`src/rtl/cpu_pkg.sv`:
```
// Shared types for the pipeline hazard controller: FSM states, forwarding
// selects and the per-cycle control bundle driven back into the pipeline.
package cpu_pkg;

    typedef enum logic [1:0] {
        RUN        = 2'b00,
        MEM_WAIT   = 2'b01,
        LOAD_STALL = 2'b10,
        FLUSH      = 2'b11
    } hz_state_t;

    typedef enum logic [1:0] {
        FWD_REG   = 2'b00,
        FWD_EXMEM = 2'b01,
        FWD_MEMWB = 2'b10
    } fwd_sel_t;

    typedef enum logic [1:0] {
        ACT_ADVANCE    = 2'b00,
        ACT_MEM_FREEZE = 2'b01,
        ACT_JUMP_FLUSH = 2'b10,
        ACT_LOAD_STALL = 2'b11
    } hz_action_t;

    typedef struct packed {
        logic pc_en;
        logic ifid_en;
        logic idex_en;
        logic exmem_en;
        logic ifid_flush;
        logic idex_flush;
        logic memwb_flush;
    } hz_ctrl_t;

    // Bit order: pc, ifid, idex, exmem enables, then ifid, idex, memwb flushes.
    localparam hz_ctrl_t CTRL_OFF       = 7'b0000_000;
    localparam hz_ctrl_t CTRL_ADVANCE   = 7'b1111_000;
    localparam hz_ctrl_t CTRL_MEM_WAIT  = 7'b0000_001;
    localparam hz_ctrl_t CTRL_JUMP      = 7'b1111_110;
    localparam hz_ctrl_t CTRL_LOAD_USE  = 7'b0011_010;

    function automatic hz_ctrl_t action_ctrl(input hz_action_t act);
        hz_ctrl_t c;
        c = CTRL_OFF;
        case (act)
            ACT_ADVANCE:    c = CTRL_ADVANCE;
            ACT_MEM_FREEZE: c = CTRL_MEM_WAIT;
            ACT_JUMP_FLUSH: c = CTRL_JUMP;
            ACT_LOAD_STALL: c = CTRL_LOAD_USE;
            default:        c = CTRL_OFF;
        endcase
        return c;
    endfunction

endpackage

```
`src/rtl/hazard_ctrl_if.sv`:
```
// Pipeline-side view of the hazard controller: stage fields in, enables,
// flushes, forwarding selects and status out.
interface hazard_ctrl_if #(
    parameter int REG_W = 4,
    parameter int CNT_W = 16
);
    logic             id_valid;
    logic [REG_W-1:0] id_R2;
    logic [REG_W-1:0] id_R3;
    logic             id_useR2;
    logic             id_useR3;
    logic [REG_W-1:0] ex_DestR;
    logic             ex_Wreg;
    logic             ex_Rmem;
    logic             ex_jmp_taken;
    logic [REG_W-1:0] mem_DestR;
    logic             mem_Wreg;
    logic             mem_Rmem;
    logic             mem_Wmem;
    logic             mem_ready;

    logic             pc_en;
    logic             ifid_en;
    logic             idex_en;
    logic             exmem_en;
    logic             ifid_flush;
    logic             idex_flush;
    logic             memwb_flush;
    logic [1:0]       fwdA;
    logic [1:0]       fwdB;
    logic             mem_err;
    logic [CNT_W-1:0] stall_cnt;
    logic [CNT_W-1:0] flush_cnt;

    modport master (
        output id_valid, id_R2, id_R3, id_useR2, id_useR3,
               ex_DestR, ex_Wreg, ex_Rmem, ex_jmp_taken,
               mem_DestR, mem_Wreg, mem_Rmem, mem_Wmem, mem_ready,
        input  pc_en, ifid_en, idex_en, exmem_en,
               ifid_flush, idex_flush, memwb_flush,
               fwdA, fwdB, mem_err, stall_cnt, flush_cnt
    );

    modport slave (
        input  id_valid, id_R2, id_R3, id_useR2, id_useR3,
               ex_DestR, ex_Wreg, ex_Rmem, ex_jmp_taken,
               mem_DestR, mem_Wreg, mem_Rmem, mem_Wmem, mem_ready,
        output pc_en, ifid_en, idex_en, exmem_en,
               ifid_flush, idex_flush, memwb_flush,
               fwdA, fwdB, mem_err, stall_cnt, flush_cnt
    );

endinterface

```
`src/rtl/fwd_select.sv`:
```
// Forwarding source for one ID operand: the youngest in-flight producer
// of the same register wins, otherwise the register file is used.
module fwd_select
    import cpu_pkg::*;
#(
    parameter int REG_W = 4
) (
    input  logic [REG_W-1:0] src_i,
    input  logic [REG_W-1:0] ex_dest_i,
    input  logic             ex_wreg_i,
    input  logic [REG_W-1:0] mem_dest_i,
    input  logic             mem_wreg_i,
    output fwd_sel_t         sel_o
);

    // Priority compare, EX/MEM result ahead of MEM/WB result
    always_comb begin
        if (ex_wreg_i && (src_i == ex_dest_i)) begin
            sel_o = FWD_EXMEM;
        end else if (mem_wreg_i && (src_i == mem_dest_i)) begin
            sel_o = FWD_MEMWB;
        end else begin
            sel_o = FWD_REG;
        end
    end

endmodule

```
`src/rtl/hazard_ctrl.sv`:
```
// Pipeline hazard and forwarding controller: resolves memory waits, taken
// jumps and load-use hazards, and registers operand forwarding selects.
module hazard_ctrl
    import cpu_pkg::*;
#(
    parameter int REG_W       = 4,
    parameter int CNT_W       = 16,
    parameter int MEM_TIMEOUT = 255
) (
    input  logic          clk,
    input  logic          rst,
    hazard_ctrl_if.slave  hz
);

    localparam int WAIT_W = (MEM_TIMEOUT < 2) ? 1 : $clog2(MEM_TIMEOUT + 1);

    hz_state_t        state_q, state_d;
    hz_action_t       action_s;
    hz_ctrl_t         ctrl_s;
    logic [WAIT_W-1:0] wait_q, wait_d;
    logic             mem_pend_s;
    logic             timeout_s;
    logic             jmp_act_s;
    logic             load_use_s;
    fwd_sel_t         fwd_a_s, fwd_b_s;
    fwd_sel_t         fwd_a_q, fwd_b_q;
    logic [CNT_W-1:0] stall_cnt_q;
    logic [CNT_W-1:0] flush_cnt_q;
    logic             mem_err_q;

    fwd_select #(.REG_W(REG_W)) u_fwd_a (
        .src_i      (hz.id_R2),
        .ex_dest_i  (hz.ex_DestR),
        .ex_wreg_i  (hz.ex_Wreg),
        .mem_dest_i (hz.mem_DestR),
        .mem_wreg_i (hz.mem_Wreg),
        .sel_o      (fwd_a_s)
    );

    fwd_select #(.REG_W(REG_W)) u_fwd_b (
        .src_i      (hz.id_R3),
        .ex_dest_i  (hz.ex_DestR),
        .ex_wreg_i  (hz.ex_Wreg),
        .mem_dest_i (hz.mem_DestR),
        .mem_wreg_i (hz.mem_Wreg),
        .sel_o      (fwd_b_s)
    );

    // Hazard decode; a timed-out access is let through as if it completed.
    // The EX stage is a bubble in FLUSH, so a jump seen there is ignored.
    always_comb begin
        mem_pend_s = (hz.mem_Rmem | hz.mem_Wmem) & ~hz.mem_ready;
        timeout_s  = mem_pend_s & (state_q == MEM_WAIT) &
                     (wait_q == WAIT_W'(MEM_TIMEOUT));
        jmp_act_s  = hz.ex_jmp_taken & (state_q != FLUSH);
        load_use_s = hz.id_valid & hz.ex_Rmem & hz.ex_Wreg &
                     ((hz.id_useR2 & (hz.id_R2 == hz.ex_DestR)) |
                      (hz.id_useR3 & (hz.id_R3 == hz.ex_DestR)));
        if (mem_pend_s && !timeout_s) begin
            action_s = ACT_MEM_FREEZE;
        end else if (jmp_act_s) begin
            action_s = ACT_JUMP_FLUSH;
        end else if (load_use_s) begin
            action_s = ACT_LOAD_STALL;
        end else begin
            action_s = ACT_ADVANCE;
        end
    end

    // FSM state and memory-wait counter register
    always_ff @(posedge clk or posedge rst) begin
        if (rst) begin
            state_q <= RUN;
            wait_q  <= '0;
        end else begin
            state_q <= state_d;
            wait_q  <= wait_d;
        end
    end

    // Next state follows the action chosen this cycle
    always_comb begin
        state_d = RUN;
        wait_d  = '0;
        case (action_s)
            ACT_MEM_FREEZE: begin
                state_d = MEM_WAIT;
                wait_d  = wait_q + WAIT_W'(1);
            end
            ACT_JUMP_FLUSH: state_d = FLUSH;
            ACT_LOAD_STALL: state_d = LOAD_STALL;
            ACT_ADVANCE:    state_d = RUN;
            default:        state_d = RUN;
        endcase
    end

    // Mealy enables/flushes, all held inactive while in reset
    always_comb begin
        if (rst) begin
            ctrl_s = CTRL_OFF;
        end else begin
            ctrl_s = action_ctrl(action_s);
        end
    end

    // Forwarding selects travel with the instruction into EX
    always_ff @(posedge clk or posedge rst) begin
        if (rst) begin
            fwd_a_q <= FWD_REG;
            fwd_b_q <= FWD_REG;
        end else if (ctrl_s.idex_flush) begin
            fwd_a_q <= FWD_REG;
            fwd_b_q <= FWD_REG;
        end else if (ctrl_s.idex_en) begin
            fwd_a_q <= fwd_a_s;
            fwd_b_q <= fwd_b_s;
        end
    end

    // Saturating performance counters and sticky timeout flag
    always_ff @(posedge clk or posedge rst) begin
        if (rst) begin
            stall_cnt_q <= '0;
            flush_cnt_q <= '0;
            mem_err_q   <= 1'b0;
        end else begin
            if (!ctrl_s.pc_en && (stall_cnt_q != {CNT_W{1'b1}})) begin
                stall_cnt_q <= stall_cnt_q + CNT_W'(1);
            end
            if ((action_s == ACT_JUMP_FLUSH) && (flush_cnt_q != {CNT_W{1'b1}})) begin
                flush_cnt_q <= flush_cnt_q + CNT_W'(1);
            end
            mem_err_q <= mem_err_q | timeout_s;
        end
    end

    assign hz.pc_en       = ctrl_s.pc_en;
    assign hz.ifid_en     = ctrl_s.ifid_en;
    assign hz.idex_en     = ctrl_s.idex_en;
    assign hz.exmem_en    = ctrl_s.exmem_en;
    assign hz.ifid_flush  = ctrl_s.ifid_flush;
    assign hz.idex_flush  = ctrl_s.idex_flush;
    assign hz.memwb_flush = ctrl_s.memwb_flush;
    assign hz.fwdA        = fwd_a_q;
    assign hz.fwdB        = fwd_b_q;
    assign hz.mem_err     = mem_err_q;
    assign hz.stall_cnt   = stall_cnt_q;
    assign hz.flush_cnt   = flush_cnt_q;

endmodule
```
`src/flat_wrapper.sv`:
```
// flat-port wrapper written by rule: the top's interface ports become plain ports
module hazard_ctrl_flat import cpu_pkg::*;
#(
    parameter int REG_W       = 4,
    parameter int CNT_W       = 16,
    parameter int MEM_TIMEOUT = 255
)
  (clk, rst, hz_id_valid, hz_id_R2, hz_id_R3, hz_id_useR2, hz_id_useR3, hz_ex_DestR, hz_ex_Wreg, hz_ex_Rmem, hz_ex_jmp_taken, hz_mem_DestR, hz_mem_Wreg, hz_mem_Rmem, hz_mem_Wmem, hz_mem_ready, hz_pc_en, hz_ifid_en, hz_idex_en, hz_exmem_en, hz_ifid_flush, hz_idex_flush, hz_memwb_flush, hz_fwdA, hz_fwdB, hz_mem_err, hz_stall_cnt, hz_flush_cnt);
  hazard_ctrl_if #(.REG_W(REG_W), .CNT_W(CNT_W)) hz_i ();
  input  logic clk;
  input  logic rst;
  input wire logic [$bits(hz_i.id_valid)-1:0] hz_id_valid;
  input wire logic [$bits(hz_i.id_R2)-1:0] hz_id_R2;
  input wire logic [$bits(hz_i.id_R3)-1:0] hz_id_R3;
  input wire logic [$bits(hz_i.id_useR2)-1:0] hz_id_useR2;
  input wire logic [$bits(hz_i.id_useR3)-1:0] hz_id_useR3;
  input wire logic [$bits(hz_i.ex_DestR)-1:0] hz_ex_DestR;
  input wire logic [$bits(hz_i.ex_Wreg)-1:0] hz_ex_Wreg;
  input wire logic [$bits(hz_i.ex_Rmem)-1:0] hz_ex_Rmem;
  input wire logic [$bits(hz_i.ex_jmp_taken)-1:0] hz_ex_jmp_taken;
  input wire logic [$bits(hz_i.mem_DestR)-1:0] hz_mem_DestR;
  input wire logic [$bits(hz_i.mem_Wreg)-1:0] hz_mem_Wreg;
  input wire logic [$bits(hz_i.mem_Rmem)-1:0] hz_mem_Rmem;
  input wire logic [$bits(hz_i.mem_Wmem)-1:0] hz_mem_Wmem;
  input wire logic [$bits(hz_i.mem_ready)-1:0] hz_mem_ready;
  output wire logic [$bits(hz_i.pc_en)-1:0] hz_pc_en;
  output wire logic [$bits(hz_i.ifid_en)-1:0] hz_ifid_en;
  output wire logic [$bits(hz_i.idex_en)-1:0] hz_idex_en;
  output wire logic [$bits(hz_i.exmem_en)-1:0] hz_exmem_en;
  output wire logic [$bits(hz_i.ifid_flush)-1:0] hz_ifid_flush;
  output wire logic [$bits(hz_i.idex_flush)-1:0] hz_idex_flush;
  output wire logic [$bits(hz_i.memwb_flush)-1:0] hz_memwb_flush;
  output wire logic [$bits(hz_i.fwdA)-1:0] hz_fwdA;
  output wire logic [$bits(hz_i.fwdB)-1:0] hz_fwdB;
  output wire logic [$bits(hz_i.mem_err)-1:0] hz_mem_err;
  output wire logic [$bits(hz_i.stall_cnt)-1:0] hz_stall_cnt;
  output wire logic [$bits(hz_i.flush_cnt)-1:0] hz_flush_cnt;
  assign hz_i.id_valid = hz_id_valid;
  assign hz_i.id_R2 = hz_id_R2;
  assign hz_i.id_R3 = hz_id_R3;
  assign hz_i.id_useR2 = hz_id_useR2;
  assign hz_i.id_useR3 = hz_id_useR3;
  assign hz_i.ex_DestR = hz_ex_DestR;
  assign hz_i.ex_Wreg = hz_ex_Wreg;
  assign hz_i.ex_Rmem = hz_ex_Rmem;
  assign hz_i.ex_jmp_taken = hz_ex_jmp_taken;
  assign hz_i.mem_DestR = hz_mem_DestR;
  assign hz_i.mem_Wreg = hz_mem_Wreg;
  assign hz_i.mem_Rmem = hz_mem_Rmem;
  assign hz_i.mem_Wmem = hz_mem_Wmem;
  assign hz_i.mem_ready = hz_mem_ready;
  assign hz_pc_en = hz_i.pc_en;
  assign hz_ifid_en = hz_i.ifid_en;
  assign hz_idex_en = hz_i.idex_en;
  assign hz_exmem_en = hz_i.exmem_en;
  assign hz_ifid_flush = hz_i.ifid_flush;
  assign hz_idex_flush = hz_i.idex_flush;
  assign hz_memwb_flush = hz_i.memwb_flush;
  assign hz_fwdA = hz_i.fwdA;
  assign hz_fwdB = hz_i.fwdB;
  assign hz_mem_err = hz_i.mem_err;
  assign hz_stall_cnt = hz_i.stall_cnt;
  assign hz_flush_cnt = hz_i.flush_cnt;
  hazard_ctrl #(.REG_W(REG_W), .CNT_W(CNT_W), .MEM_TIMEOUT(MEM_TIMEOUT)) u_core (.clk(clk), .rst(rst), .hz(hz_i));
endmodule
```
`config.mk`:
```
export PLATFORM = sky130hd
export DESIGN_NAME = hazard_ctrl_flat
export DESIGN_NICKNAME = d
export VERILOG_FILES = /design/src/rtl/cpu_pkg.sv /design/src/rtl/hazard_ctrl_if.sv /design/src/rtl/fwd_select.sv /design/src/rtl/hazard_ctrl.sv /design/src/flat_wrapper.sv
export SDC_FILE = /design/constraint.sdc
export NUM_CORES = 1
export LEC_CHECK = 0
export CORE_ASPECT_RATIO = 1.5
export CORE_MARGIN = 5
export CORE_UTILIZATION = 31
export DETAILED_ROUTE_END_ITERATION = 12
export GPL_TIMING_DRIVEN = 0
export MAX_ROUTING_LAYER = met4
export PLACE_DENSITY_LB_ADDON = 0.25
export SETUP_SLACK_MARGIN = 0.05
export SYNTH_ARGS = -nofsm -noshare
export SYNTH_HDL_FRONTEND = slang
export SYNTH_SLANG_ARGS = --single-unit
```
`constraint.sdc`:
```
create_clock -name clk -period 9.7 [get_ports clk]
set_clock_uncertainty 0.2 [all_clocks]
set_input_delay 2.425 -clock clk [delete_from_list [all_inputs] [get_ports clk]]
set_output_delay 2.425 -clock clk [all_outputs]
set_load 0.02 [all_outputs]
```
==> out/metrics.cfg <==
[run_status]
outcome=completed

[layout]
layout-drive-gt1-share=0.102
sequential_area_um2=1180
final_area_um2=3590
multi_input_comb_area_um2=1340
final_nets=352
count_of_inserted_antenna_diode_cells=0
fillers=801
area_growth_syn_to_layout_pct=39.5

[critical_path]
timing.critical_path.from=hz_ex_jmp_taken
timing.critical_path.slowest_stage_cell=sky130_fd_sc_hd__clkdlybuf4s50_1
worst-endpoint-required_ns=7.08
crit_path_start_kind=input pin
rr_startpoint=u_core.hz.stall_cnt[0]$_DFFE_PP0P_
ff2ff_path_depth=6
endpoint_kind=output port
timing.critical_path.arrival_ns=4.84
timing_worst_setup_path_type=input pin to output port
worst-path-max-fanout=10
cp_slowest_stage_delay_ns=0.59
path_cells=clkdlybuf4s50_1 > a21bo_2 > and3_1 > a22oi_4 > buf_4 > and2_1 > buf_4 > clkdlybuf4s50_1

[cts]
clock_tree.buffer_depth=2
cts_tree=yes
number_of_cells_upsized_or_downsized_after_cts=0
cts_max_level=2
post_cts_buffers=0
clock_slew_at_reported_path_ffs_ns=0.06
worst_skew_pair_latency_ns=0.29
hold_buffers=0
tritoncts.num_buffers=5
clock_tree.root_cell=sky130_fd_sc_hd__clkbuf_16
numClockSinks=47

[synth]
synth_top_family_by_area=simple AND/OR/NAND/NOR gates
share_of_synthesized_cell_area_in_full_adder_half_adder_and_majority_cells=0.0146
synth_enable_flop_cells=0
synth.cell_area_um2=2580
seq_area_frac_synth=0.457
syn_area_per_cell_um2=10.6
synth_cell_type_count=46
synth.area.mux_share=0.0219
postSynth.asyncResetShare=1.00
synth_top_flop_cell=sky130_fd_sc_hd__dfrtp_1
yosys.area_share.simple=0.217
yosys_register_bits=47
yosysWarnings=0
synth_fp_nets=273
number_of_cells_produced_by_synthesis=242
synth_compound_gate_area_share=0.105
synth-xor-area-share=0.160

[detailed_routing]
route.antenna.remaining_nets=0
wirelength_mm=6.24
routed_wire_length_per_instance_um=14.6
avgViaCountPerCell=4.90
dr_iter_0_viols=41
vias=2094
drtPass1Iterations=4
detail_route.drc_violations=0

[sta]
max_clock_freq_mhz=134
period_utilisation_layout=0.769
hold_viol_final=0
hold_ws_ns=0.263
timing_worst_slew_pin_value_ns=0.743
max_slew_margin=0.505
final.min_clock_period_ns=7.46
grt_setup_unrepaired=no
setup_tns_ns=0
setup_viol=0
final_max_slew_viol_count=0

[placed_design]
placement.cell_area_um2=3440
buffer_ports.inserted=71
hpwl_mm=4.91
place.gp.congestion=0.771

[floorplan]
io-pin-count=72
core_um2=8060
dieWidth_um=84.4
initial_core_util=0.320
die_height_um=122
placement_rows=40
die_area_um2=10300

[grt]
grt_usage=0.126
pin_count_of_the_biggest_net_entering_global_routing=39
busiest_layer=met2
grt_overflow=0
grt.met2_usage=0.229
via_count_of_the_first_global_routing_pass=2148
grt_pass1_wl_mm=10.1
antenna_found_initial=0
gr-usage-met1=0.131
grt_use_met3=0.0277

[hold_path]
min_path_type=flop to flop
start_point_of_the_worst_min_delay_path=u_core.hz.mem_err$_DFF_PP0_
hold-path-cell-count=2

[power]
power_per_cell_area_nw_per_um2=215
vdd.ir_drop.worst_v=0.000132
p_total_w=0.000773
static_leak_nw=1.47

[flow_run]
drv.max_cap_violation_count=0

per-layer routing:
layer,share of wire,routed length [µm]
met4,0.022,138
met1,0.40,2460
met2,0.52,3250
met3,0.062,387
met5,0,0
logic make-up after synthesis:
| kind of cell | count (synthesis) |
|---|---|
| simple gates | 96 |
| fa+ha+maj | 3 |
| buf+inv | 13 |
| compound gates | 31 |
| flops | 47 |
| xor+xnor | 47 |
| mux | 5 |
power breakdown:
part	internal, W	switching (W)	leakage (nW)	total [W]
logic	0.000143	0.000147	0.820	0.000290
registers	0.000243	0.0000612	0.579	0.000304
clock network	0.000103	0.0000756	0.0731	0.000179
total	0.000489	0.000284	1.47	0.000773
critical path: cells and delay by family:
kind | cells | cell delay [ns]
AO/OA/AOI/OAI | 2 | 0.63
buffers and inverters | 4 | 1.40
AND/OR/NAND/NOR | 2 | 0.37
state kept, by name (all words and copies together) (netlist names):
register             cells
u_core.hz.stall_cnt     16
u_core.hz.fwdA           2
u_core.wait_q            8
u_core.hz.fwdB           2
u_core.hz.mem_err        1
u_core.hz.flush_cnt     16
u_core.state_q           2
cell type report:
class / instances / share of cell area
clock buffers: 6 / 0.0386
flip-flops and latches: 47 / 0.327
plain buffers: 6 / 0.0108
well taps: 105 / 0.0366
multi-input cells: 182 / 0.372
inverters: 7 / 0.00731
repair buffers: 72 / 0.203
clock inverters: 2 / 0.00453
synth_stat cells (2+ instances only):
library cell / instances / share of area
sky130_fd_sc_hd__a2111oi_2: 2 / 0.012
sky130_fd_sc_hd__a211oi_1: 3 / 0.0087
sky130_fd_sc_hd__a211oi_2: 4 / 0.019
sky130_fd_sc_hd__a21boi_0: 2 / 0.0058
sky130_fd_sc_hd__a21oi_1: 5 / 0.0097
sky130_fd_sc_hd__a22o_1: 2 / 0.0068
sky130_fd_sc_hd__and2_1: 4 / 0.0097
sky130_fd_sc_hd__and3_1: 7 / 0.017
sky130_fd_sc_hd__and4_1: 3 / 0.010
sky130_fd_sc_hd__buf_4: 4 / 0.012
sky130_fd_sc_hd__dfrtp_1: 47 / 0.46
sky130_fd_sc_hd__ha_1: 3 / 0.015
sky130_fd_sc_hd__inv_1: 6 / 0.0087
sky130_fd_sc_hd__mux2i_1: 3 / 0.012
sky130_fd_sc_hd__nand2_1: 19 / 0.028
sky130_fd_sc_hd__nand2b_1: 2 / 0.0049
sky130_fd_sc_hd__nand3_1: 16 / 0.031
sky130_fd_sc_hd__nand4_1: 8 / 0.019
sky130_fd_sc_hd__nor2_1: 24 / 0.035
sky130_fd_sc_hd__nor4_1: 4 / 0.0097
sky130_fd_sc_hd__nor4_4: 2 / 0.017
sky130_fd_sc_hd__o21ai_0: 3 / 0.0058
sky130_fd_sc_hd__xnor2_1: 13 / 0.044
sky130_fd_sc_hd__xor2_1: 34 / 0.12
layout by cell type, fill, tap and decap left out, types with 2 or more instances in the layout:
master | Yosys | routed
sky130_fd_sc_hd__a22o_1 | 2 | 2
sky130_fd_sc_hd__a211oi_2 | 4 | 4
sky130_fd_sc_hd__and4_1 | 3 | 3
sky130_fd_sc_hd__inv_1 | 6 | 5
sky130_fd_sc_hd__nand3_1 | 16 | 16
sky130_fd_sc_hd__nor4_1 | 4 | 4
sky130_fd_sc_hd__nand2b_1 | 2 | 2
sky130_fd_sc_hd__mux2i_1 | 3 | 3
sky130_fd_sc_hd__a2111oi_2 | 2 | 2
sky130_fd_sc_hd__inv_2 | 1 | 2
sky130_fd_sc_hd__ha_1 | 3 | 3
sky130_fd_sc_hd__nand2_1 | 19 | 19
sky130_fd_sc_hd__nor4_4 | 2 | 2
sky130_fd_sc_hd__xnor2_1 | 13 | 13
sky130_fd_sc_hd__dfrtp_1 | 47 | 47
sky130_fd_sc_hd__and3_1 | 7 | 7
sky130_fd_sc_hd__nor2_1 | 24 | 24
sky130_fd_sc_hd__nand4_1 | 8 | 8
sky130_fd_sc_hd__a211oi_1 | 3 | 3
sky130_fd_sc_hd__buf_4 | 4 | 4
sky130_fd_sc_hd__xor2_1 | 34 | 34
sky130_fd_sc_hd__a21oi_1 | 5 | 5
sky130_fd_sc_hd__and2_1 | 4 | 4
sky130_fd_sc_hd__o21ai_0 | 3 | 3
sky130_fd_sc_hd__clkdlybuf4s50_1 | 0 | 71
sky130_fd_sc_hd__clkbuf_16 | 0 | 5
sky130_fd_sc_hd__a21boi_0 | 2 | 2
metrics by stage:
step / utilization / setup WS, ns / std cells
after global placement: 0.424 / 0.991 / 418
after floorplan: - / 2.50 / 242
final: 0.446 / 2.24 / 427
after CTS: 0.446 / 2.18 / 427
after global routing: 0.446 / 2.03 / 427
after detailed placement: 0.427 / 2.19 / 419
worst paths after layout:
check | endpoint | slack, ns
max in group asynchronous | u_core.hz.stall_cnt[2]$_DFFE_PP0P_ | 6.60
hold / removal | u_core.hz.mem_err$_DFF_PP0_ | 0.26
min in group asynchronous | u_core.hz.stall_cnt[7]$_DFFE_PP0P_ | 2.22
hold reg to reg | u_core.hz.mem_err$_DFF_PP0_ | 0.26
setup / recovery | hz_pc_en | 2.24
setup reg to reg | u_core.hz.stall_cnt[1]$_DFFE_PP0P_ | 7.32
Note: power is estimated with default switching activity, not from simulation.
